[src/rtl/aqp_esp_uart_pkg.sv]
// Shared definitions for the ESP UART receive path: bus register map,
// STATUS bit positions, head-state encoding and the FIFO entry layout.
package aqp_esp_uart_pkg;

    localparam logic ADDR_STATUS = 1'b0;
    localparam logic ADDR_DATA   = 1'b1;

    localparam int ST_AVAIL = 0;
    localparam int ST_SOL   = 1;
    localparam int ST_OVF   = 2;
    localparam int ST_FERR  = 3;
    localparam int ST_RTS   = 4;
    localparam int WR_FLUSH = 7;

    localparam int FIFO_AW  = 4;

    typedef enum logic [1:0] {
        HEAD_EMPTY  = 2'd0,
        HEAD_SETTLE = 2'd1,
        HEAD_READY  = 2'd2
    } head_state_e;

    typedef struct packed {
        logic       sol;
        logic [7:0] data;
    } rx_entry_t;

    function automatic logic [7:0] status_byte(input logic avail, input logic sol,
                                               input logic ovf, input logic ferr,
                                               input logic rts_n);
        logic [7:0] s;
        s           = 8'h00;
        s[ST_AVAIL] = avail;
        s[ST_SOL]   = sol;
        s[ST_OVF]   = ovf;
        s[ST_FERR]  = ferr;
        s[ST_RTS]   = rts_n;
        return s;
    endfunction

endpackage

[src/rtl/aqp_esp_uart_rx_fifo.sv]
// Circular receive FIFO with a registered head read: rd_data_o shows the
// entry at the read pointer one cycle after the pointer settles.
module aqp_esp_uart_rx_fifo
    import aqp_esp_uart_pkg::*;
#(
    parameter int AW = FIFO_AW
) (
    input  logic      clk,
    input  logic      rst_n_i,
    input  logic      clr_i,
    input  logic      wr_en_i,
    input  rx_entry_t wr_data_i,
    input  logic      rd_en_i,
    output rx_entry_t rd_data_o,
    output logic      full_o
);

    localparam int DEPTH = 1 << AW;

    rx_entry_t     mem_q [DEPTH];
    rx_entry_t     rd_data_q;
    logic [AW-1:0] wr_ptr_q;
    logic [AW-1:0] rd_ptr_q;

    // One slot is kept open so full and empty stay distinguishable.
    assign full_o    = AW'(wr_ptr_q + 1'b1) == rd_ptr_q;
    assign rd_data_o = rd_data_q;

    always_ff @(posedge clk) begin
        if (wr_en_i) mem_q[wr_ptr_q] <= wr_data_i;
    end

    // Flush is a synchronous clear so the async reset pin only sees reset_n.
    always_ff @(posedge clk or negedge rst_n_i) begin
        if (!rst_n_i) begin
            wr_ptr_q  <= '0;
            rd_ptr_q  <= '0;
            rd_data_q <= '0;
        end else begin
            rd_data_q <= mem_q[rd_ptr_q];
            if (clr_i) begin
                wr_ptr_q <= '0;
                rd_ptr_q <= '0;
            end else begin
                if (wr_en_i) wr_ptr_q <= wr_ptr_q + 1'b1;
                if (rd_en_i) rd_ptr_q <= rd_ptr_q + 1'b1;
            end
        end
    end

endmodule

[src/rtl/aqp_esp_uart_rx_ctrl.sv]
// ESP UART receive controller: message-start tagging, RTS hysteresis and a
// STATUS/DATA bus port that hides the FIFO's registered-read latency.
module aqp_esp_uart_rx_ctrl
    import aqp_esp_uart_pkg::*;
#(
    parameter int IDLE_CYCLES = 1000,
    parameter int RTS_HIGH    = 8,
    parameter int RTS_LOW     = 4
) (
    input  logic       clk,
    input  logic       reset_n,
    input  logic [7:0] rx_data,
    input  logic       rx_valid,
    input  logic       rx_ferr,
    output logic       uart_rts_n,
    input  logic       bus_addr,
    input  logic       bus_rd,
    input  logic       bus_wr,
    input  logic [7:0] bus_wrdata,
    output logic [7:0] bus_rddata,
    output logic       bus_ack
);

    localparam int IW = $clog2(IDLE_CYCLES + 1);

    logic [IW-1:0] idle_q;
    logic [4:0]    occ_q, occ_d;
    head_state_e   state_q, state_d;
    logic          ovf_q, ferr_q, pend_q, ack_q, rts_q, rts_d;
    logic [7:0]    rdata_q;

    rx_entry_t     fifo_rdata;
    logic          fifo_full;

    logic          sts_wr, flush, rd_new, data_rd, pop, push, drop_ovf, done;
    logic          sol;
    logic [7:0]    status;
    logic          unused_wrdata;

    assign unused_wrdata = ^{bus_wrdata[6:4], bus_wrdata[1:0]};

    assign sts_wr   = bus_wr && (bus_addr == ADDR_STATUS);
    assign flush    = sts_wr && bus_wrdata[WR_FLUSH];
    assign rd_new   = bus_rd && !pend_q;
    // A fresh DATA strobe is served in its own cycle when the head is ready.
    assign data_rd  = pend_q || (rd_new && (bus_addr == ADDR_DATA));
    assign pop      = data_rd && (state_q == HEAD_READY) && !flush;
    assign done     = pop || (data_rd && (state_q == HEAD_EMPTY));
    assign push     = rx_valid && !rx_ferr && !fifo_full && !flush;
    assign drop_ovf = rx_valid && !rx_ferr && fifo_full && !flush;
    assign sol      = idle_q == IW'(IDLE_CYCLES);

    assign status = status_byte(state_q != HEAD_EMPTY,
                                (state_q == HEAD_READY) && fifo_rdata.sol,
                                ovf_q, ferr_q, rts_q);

    always_comb begin
        occ_d = occ_q;
        if (flush)            occ_d = '0;
        else if (push && !pop) occ_d = occ_q + 5'd1;
        else if (pop && !push) occ_d = occ_q - 5'd1;
    end

    always_comb begin
        rts_d = rts_q;
        if (occ_d >= 5'(RTS_HIGH))     rts_d = 1'b1;
        else if (occ_d <= 5'(RTS_LOW)) rts_d = 1'b0;
    end

    // Every pop leaves rd_data stale for a cycle, hence SETTLE.
    always_comb begin
        state_d = state_q;
        if (flush) begin
            state_d = HEAD_EMPTY;
        end else begin
            unique case (state_q)
                HEAD_EMPTY:  if (push) state_d = HEAD_SETTLE;
                HEAD_SETTLE: state_d = HEAD_READY;
                HEAD_READY:  if (pop) state_d = (occ_d != '0) ? HEAD_SETTLE : HEAD_EMPTY;
                default:     state_d = HEAD_EMPTY;
            endcase
        end
    end

    always_ff @(posedge clk or negedge reset_n) begin
        if (!reset_n) begin
            idle_q  <= IW'(IDLE_CYCLES);
            occ_q   <= '0;
            state_q <= HEAD_EMPTY;
            ovf_q   <= 1'b0;
            ferr_q  <= 1'b0;
            pend_q  <= 1'b0;
            ack_q   <= 1'b0;
            rts_q   <= 1'b0;
            rdata_q <= 8'h00;
        end else begin
            if (rx_valid)  idle_q <= '0;
            else if (!sol) idle_q <= idle_q + 1'b1;

            occ_q   <= occ_d;
            state_q <= state_d;
            rts_q   <= rts_d;
            ovf_q   <= drop_ovf || (ovf_q && !(sts_wr && bus_wrdata[ST_OVF]));
            ferr_q  <= (rx_valid && rx_ferr) || (ferr_q && !(sts_wr && bus_wrdata[ST_FERR]));
            pend_q  <= data_rd && !done;

            ack_q <= done || (rd_new && (bus_addr == ADDR_STATUS));
            if (done)
                rdata_q <= pop ? fifo_rdata.data : 8'h00;
            else if (rd_new && (bus_addr == ADDR_STATUS))
                rdata_q <= status;
        end
    end

    assign uart_rts_n = rts_q;
    assign bus_ack    = ack_q;
    assign bus_rddata = rdata_q;

    aqp_esp_uart_rx_fifo #(.AW(FIFO_AW)) u_fifo (
        .clk       (clk),
        .rst_n_i   (reset_n),
        .clr_i     (flush),
        .wr_en_i   (push),
        .wr_data_i ('{sol: sol, data: rx_data}),
        .rd_en_i   (pop),
        .rd_data_o (fifo_rdata),
        .full_o    (fifo_full)
    );

endmodule
[config.mk]
export PLATFORM = sky130hd
export DESIGN_NAME = aqp_esp_uart_rx_ctrl
export DESIGN_NICKNAME = d
export VERILOG_FILES = /design/src/rtl/aqp_esp_uart_pkg.sv /design/src/rtl/aqp_esp_uart_rx_fifo.sv /design/src/rtl/aqp_esp_uart_rx_ctrl.sv
export SDC_FILE = /design/constraint.sdc
export NUM_CORES = 1
export LEC_CHECK = 0
export ABC_AREA = 0
export CAP_MARGIN = 10
export CORE_MARGIN = 1
export CORE_UTILIZATION = 61
export DETAILED_ROUTE_END_ITERATION = 8
export PLACE_DENSITY = 0.84
export SETUP_SLACK_MARGIN = 0.1
export SYNTH_ARGS = -nofsm -noshare
export SYNTH_HDL_FRONTEND = slang
export SYNTH_SLANG_ARGS = --single-unit
export TNS_END_PERCENT = 50
[constraint.sdc]
create_clock -name clk -period 3.2 [get_ports clk]
set_input_delay 0.8 -clock clk [delete_from_list [all_inputs] [get_ports clk]]
set_output_delay 0.8 -clock clk [all_outputs]
set_load 0.02 [all_outputs]
==> impl_metrics.ini, run 1 <==
[worst_setup_path]
path_cells = inv_1, ha_1, xor2_1, or3_4, o21a_1, buf_4, xnor2_4, o311a_1, a311o_1
required_ns = 3.51
ff2ff_path_depth = 9
worstSetupPathType = flop to flop
cp_slowest_cell = dfrtp_1
cp_num_buf_inv = 2
crit_family = compound AO/OA/AOI/OAI gates
critPathArrivalTime_ns = 3.25
endpoint = uart_rts_n$_DFFE_PN0P_
crit_path_end_kind = flop
ff2ff_setup_slack_ns = 0.26
max_stage_delay_ns = 0.47
cp.depth = 9
worstReg2RegEnd = uart_rts_n$_DFFE_PN0P_
r2r_start = u_fifo.wr_ptr_q[1]$_DFFE_PN0P_
cp_max_fo = 7
critPathLaunch = u_fifo.wr_ptr_q[1]$_DFFE_PN0P_
start_kind = flop

[placed_design]
placedCellCount = 763
dp_worst_setup_slack_ns = 0.180
placed_area_um2 = 8970
io_buffers = 27
place_congestion = 0.862
hpwl_mm = 11.7

[cts]
cts_resized = 0
clk_path_buf_depth = 2
root_buffer = clkbuf_16
path_clk_slew_ns = 0.07
clock-sinks = 191
post-cts-setup-buffers = 0
clock_latency_ns = 0.43
cts_buffers = 17
htreeDepth = 4
holdBufCountCts = 0
cts_tree = done

[timing]
clock_skew_ns = 0.00655
finalMaxSlewViolations = 0
fin_crit_ns = 2.94
setup_slack_ns = 0.263
setup_viol = 0
hold_violations = 0
fmax_mhz = 340
tns_ns = 0
finalCritPeriodShare = 0.918
slew_headroom = 0.334
worstMarginPinSlew_ns = 0.999
rsz0062_at_grt = false

[cells_and_area]
drive_above_1_share = 0.176
antenna_cells = 0
finalNonFillerCells = 795
stdcell_area_um2 = 9540
area_growth_syn_to_layout_pct = 15.3
layout.nets = 638
layout_commonest_cell = edfxtp_1
layout_common_cells = 144 x edfxtp_1, 40 x dfrtp_1, 38 x nor2_1, 35 x nand2_1, 33 x mux2i_1

[yosys]
synth-seq-area-share = 0.666
yosysWarnings = 0
synth_cell_types = 64
syn-num-nets = 589
ys_seq_elements = 191
synth_edf_count = 144
async_flop_share = 0.246
synthFlopType = edfxtp_1
netlist_instances = 557
syn_area_um2 = 8280
synth_area_per_cell_um2 = 14.9

[power_and_ir_drop]
powerDensity_nw_per_um2 = 757
p_switching_w = 0.00229
power_switching_share = 0.317
pwr-share-comb = 0.286
peakVddDrop_v = 0.000530
power_frac_clock = 0.284
p_total_w = 0.00723
p_int_w = 0.00493
seq_power_share = 0.431
power.leakage_nw = 3.40

[global_routing]
grt_pass1_vias = 5169
grt_use_total = 0.271
grt_max_degree = 58
grt-ovfl-total = 0
grt_pass1_wl_mm = 27.9
antenna_found_initial = 0

[detailed_routing]
routed_wl_mm = 18.0
via_per_inst = 6.40
antenna_left = 0
drt_iter0_markers = 461
drc = 0
num_vias = 5089
avgRoutedWirePerCell_um = 22.6
dr.pass1.iters = 5

[hold_path]
min_path_type = input port to asynchronous set/reset pin

[floorplanning]
coreArea_um2 = 13200
die_x_um = 118
rows = 42
dieArea_um2 = 14000
pin_count = 33
die_h_um = 118
initial_core_util = 0.625

[run]
drv_cap = 0

[outcome]
status = finished, final reports clean
## cells by family (layout without fill, tap and decap cells)
kind of cell,Yosys count,in the layout,synth area share
AO/OA/AOI/OAI,95,95,0.0807
flip-flops,191,191,0.666
multiplexers,59,59,0.0998
buffers and inverters,40,102,0.0210
adder cells (fa/ha/maj),10,10,0.0148
AND/OR/NAND/NOR,139,139,0.0877
XOR/XNOR,23,23,0.0304
## how the worst min path moves through the flow
stage	start	end	cells past startpoint
floorplan	u_fifo.rd_data_o[5]$_DFF_PN0_	bus_rddata[5]$_DFFE_PN0P_	1
global placement	u_fifo.rd_data_o[5]$_DFF_PN0_	bus_rddata[5]$_DFFE_PN0P_	1
detailed placement	u_fifo.rd_data_o[5]$_DFF_PN0_	bus_rddata[5]$_DFFE_PN0P_	1
CTS	reset_n	u_fifo.rd_ptr_q[0]$_DFFE_PN0P_	1
global route	reset_n	u_fifo.wr_ptr_q[1]$_DFFE_PN0P_	1
finish	reset_n	u_fifo.rd_ptr_q[1]$_DFFE_PN0P_	1
## state kept, by name (all words and copies together) (netlist names)
| signal | cells |
|---|---|
| u_fifo.mem_q | 144 |
| idle_q | 10 |
| u_fifo.rd_data_o | 9 |
| bus_rddata | 8 |
| occ_q | 5 |
| u_fifo.rd_ptr_q | 4 |
| u_fifo.wr_ptr_q | 4 |
| state_q | 2 |
| bus_ack | 1 |
| ferr_q | 1 |
| ovf_q | 1 |
| pend_q | 1 |
| uart_rts_n | 1 |
## cell usage after synthesis, types with 4 or more instances
cell | n | area, um^2
clkbuf_1 | 16 | 60.1
nor2b_1 | 5 | 31.3
dfrtp_1 | 41 | 1030
xor2_1 | 9 | 78.8
inv_1 | 12 | 45.0
a21oi_1 | 21 | 105
ha_1 | 9 | 113
mux2_2 | 8 | 90.1
mux4_2 | 18 | 405
nor3_1 | 5 | 25.0
nor4b_1 | 4 | 35.0
and2_1 | 16 | 100
nor2_1 | 38 | 143
a22o_1 | 4 | 35.0
xnor2_1 | 10 | 87.6
nand2b_1 | 4 | 25.0
mux2i_1 | 33 | 330
and3_1 | 5 | 31.3
edfxtp_1 | 144 | 4320
dfstp_2 | 6 | 158
nand3_1 | 6 | 30.0
nand2_1 | 35 | 131
buf_2 | 7 | 35.0
a221oi_1 | 13 | 114
a22oi_1 | 9 | 67.6
o21ai_0 | 24 | 120
## power groups by stage
stage	Combinational [W]	Clock (W)	Sequential, W
floorplan	0.00141	0	0.00313
global placement	0.00197	0	0.00313
detailed placement	0.00204	0	0.00316
CTS	0.00205	0.00207	0.00311
global route	0.00222	0.00216	0.00314
finish	0.00206	0.00205	0.00311
## cell type report
class	count	area (um^2)
Clock buffer	17	425
Tap cell	176	220
Inverter	12	45.0
Timing Repair Buffer	58	598
Fill cell	840	3700
Clock inverter	15	150
Multi-Input combinational cell	326	2590
Sequential cell	191	5510
## routing by layer
layer	vias to the layer above	GRT usage	part of all wire
li1	2221	-	-
met1	2595	0.343	0.39
met2	225	0.463	0.53
met3	48	0.0492	0.054
met4	0	0.119	0.027
met5	-	0	0
## worst reg2reg max path, delay by kind of cell, from the launching register on
kind,cells,cell delay (ns)
buf+inv,2,0.31
fa+ha+maj,1,0.37
compound gates,3,0.90
flops,1,0.47
simple gates,1,0.41
xor+xnor,2,0.37
## stage by stage
step | hold WS (ns) | utilization
CTS | 0.385 | 0.721
detailed placement | 0.469 | 0.677
finish | 0.375 | 0.721
floorplan | 0.443 | -
global route | 0.409 | 0.721
global placement | 0.450 | 0.677
(Power assumes the default switching activity.)
==> run 2, diff against run 1 <==
- GPL_ROUTABILITY_DRIVEN: not set -> 0
- SKIP_CTS_REPAIR_TIMING: not set -> 1
==> run 2 against run 1 <==
  * Worst setup slack gained 0.049 ns
  * Global-route usage grew 0.54 points
  * Combinational power is essentially flat
  * Clock skew grew 0.0091 ns
  * Largest cell class unchanged
==> impl_metrics.ini, run 2 (same netlist as run 1, synthesis figures left out) <==
[cts]
clk_path_buf_depth = 2
clock-sinks = 191
cts_tree = done
cts_buffers = 17
root_buffer = clkbuf_16
htreeDepth = 4
path_clk_slew_ns = 0.08
clock_latency_ns = 0.44

[cells_and_area]
post-route-util = 0.724
layout.nets = 641
stdcell_area_um2 = 9590
layout_common_cells = 144 x edfxtp_1, 40 x dfrtp_1, 38 x nor2_1, 35 x nand2_1, 33 x mux2i_1
largest_reg_flops = 144
area_growth_syn_to_layout_pct = 15.9
top_register = u_fifo.mem_q
layout_commonest_cell = edfxtp_1
drive_above_1_share = 0.183
antenna_cells = 0

[global_routing]
grt-ovfl-total = 0
use_met1 = 0.338
grt_pass1_vias = 5180
grt-busiest-layer = met2
use_met3 = 0.0738
use_met2 = 0.469
grt_use_total = 0.277
grt_max_degree = 58
grt_pass1_wl_mm = 28.2
antenna_found_initial = 0

[worst_setup_path]
ff2ff_path_depth = 9
ff2ff_setup_slack_ns = 0.31
crit_path_end_kind = flop
worstReg2RegEnd = uart_rts_n$_DFFE_PN0P_
cp_max_fo = 6
r2r_start = u_fifo.wr_ptr_q[0]$_DFFE_PN0P_
critPathArrivalTime_ns = 3.21
required_ns = 3.52
worstSetupPathType = flop to flop
start_kind = flop

[timing]
clock_skew_ns = 0.0156
rsz0062_at_grt = false
slew_headroom = 0.341
fmax_mhz = 346
holdWs_ns = 0.315
hold_violations = 0
tns_ns = 0
finalMaxSlewViolations = 0
setup_slack_ns = 0.312
worstMarginPinSlew_ns = 0.989
finalCritPeriodShare = 0.903
setup_viol = 0
fin_crit_ns = 2.89

[floorplanning]
die_x_um = 118
rows = 42
dieArea_um2 = 14000
initial_core_util = 0.625
die_h_um = 118
pin_count = 33
coreArea_um2 = 13200

[detailed_routing]
dr.pass1.iters = 7
drt_iter0_markers = 486
drc = 0
antenna_left = 0
num_vias = 5152
routed_wl_mm = 18.0
via_per_inst = 6.46
avgRoutedWirePerCell_um = 22.6

[placed_design]
io_buffers = 27
dp_worst_setup_slack_ns = 0.160
placed_area_um2 = 9000
hpwl_mm = 11.6

[power_and_ir_drop]
power.leakage_nw = 3.43
powerDensity_nw_per_um2 = 756
peakVddDrop_v = 0.000542

[run]
drv_cap = 0

[outcome]
status = finished, final reports clean

[hold_path]
min_path_type = input port to asynchronous set/reset pin
-- run 2: how the worst max path moves through the flow --
stage | startpoint | endpoint | cells after the start | slack, ns
final | u_fifo.wr_ptr_q[0]$_DFFE_PN0P_ | uart_rts_n$_DFFE_PN0P_ | 9 | 0.31
after global routing | u_fifo.wr_ptr_q[1]$_DFFE_PN0P_ | u_fifo.mem_q[4][2]$_DFFE_PP_ | 8 | 0.18
after CTS | u_fifo.wr_ptr_q[0]$_DFFE_PN0P_ | uart_rts_n$_DFFE_PN0P_ | 9 | 0.32
after detailed placement | bus_addr | uart_rts_n$_DFFE_PN0P_ | 7 | 0.16
after global placement | bus_addr | uart_rts_n$_DFFE_PN0P_ | 7 | 0.26
after floorplan | u_fifo.wr_ptr_q[0]$_DFFE_PN0P_ | uart_rts_n$_DFFE_PN0P_ | 10 | 0.51
-- run 2: power by group --
| part | internal, W | leakage [nW] | total [W] | switching (W) |
|---|---|---|---|---|
| logic | 0.000917 | 1.25 | 0.00207 | 0.00115 |
| clock network | 0.00105 | 0.288 | 0.00207 | 0.00102 |
| registers | 0.00292 | 1.90 | 0.00311 | 0.000195 |
| total | 0.00489 | 3.43 | 0.00725 | 0.00236 |
-- run 2: metal layers --
metal | part of all wire | up-vias
met2 | 0.52 | 294
met4 | 0.023 | 0
li1 | - | 2232
met1 | 0.38 | 2580
met3 | 0.078 | 46
met5 | 0 | -
-- run 2: final cells by class --
class                      instances  area, um^2
timing repair buffer              61         633
fill                             818        3650
clock inverter                    15         164
inverter                          12        45.0
multi-input combinational        326        2590
sequential                       191        5510
tap                              176         220
clock buffer                      17         425
-- run 2: per-stage QoR --
step                      power, W  instances
after floorplan            0.00454        557
after global placement     0.00508        766
after detailed placement   0.00517        766
after CTS                  0.00724        798
after global routing       0.00754        798
final                      0.00725        798
-- run 2: worst max-delay path: stages, from the launching register on --
cell	delay, ns
dfrtp_1	0.43
inv_1	0.09
ha_1	0.37
xor2_1	0.22
or3_4	0.42
o21a_1	0.26
buf_4	0.18
xnor2_4	0.13
o311a_1	0.31
a311o_1	0.36
==> run 3, diff against run 2 <==
- TNS_END_PERCENT: 50 -> not set
==> results of run 3 <==
Same layout as run 2: the final DEF is identical, and so are final timing and power.
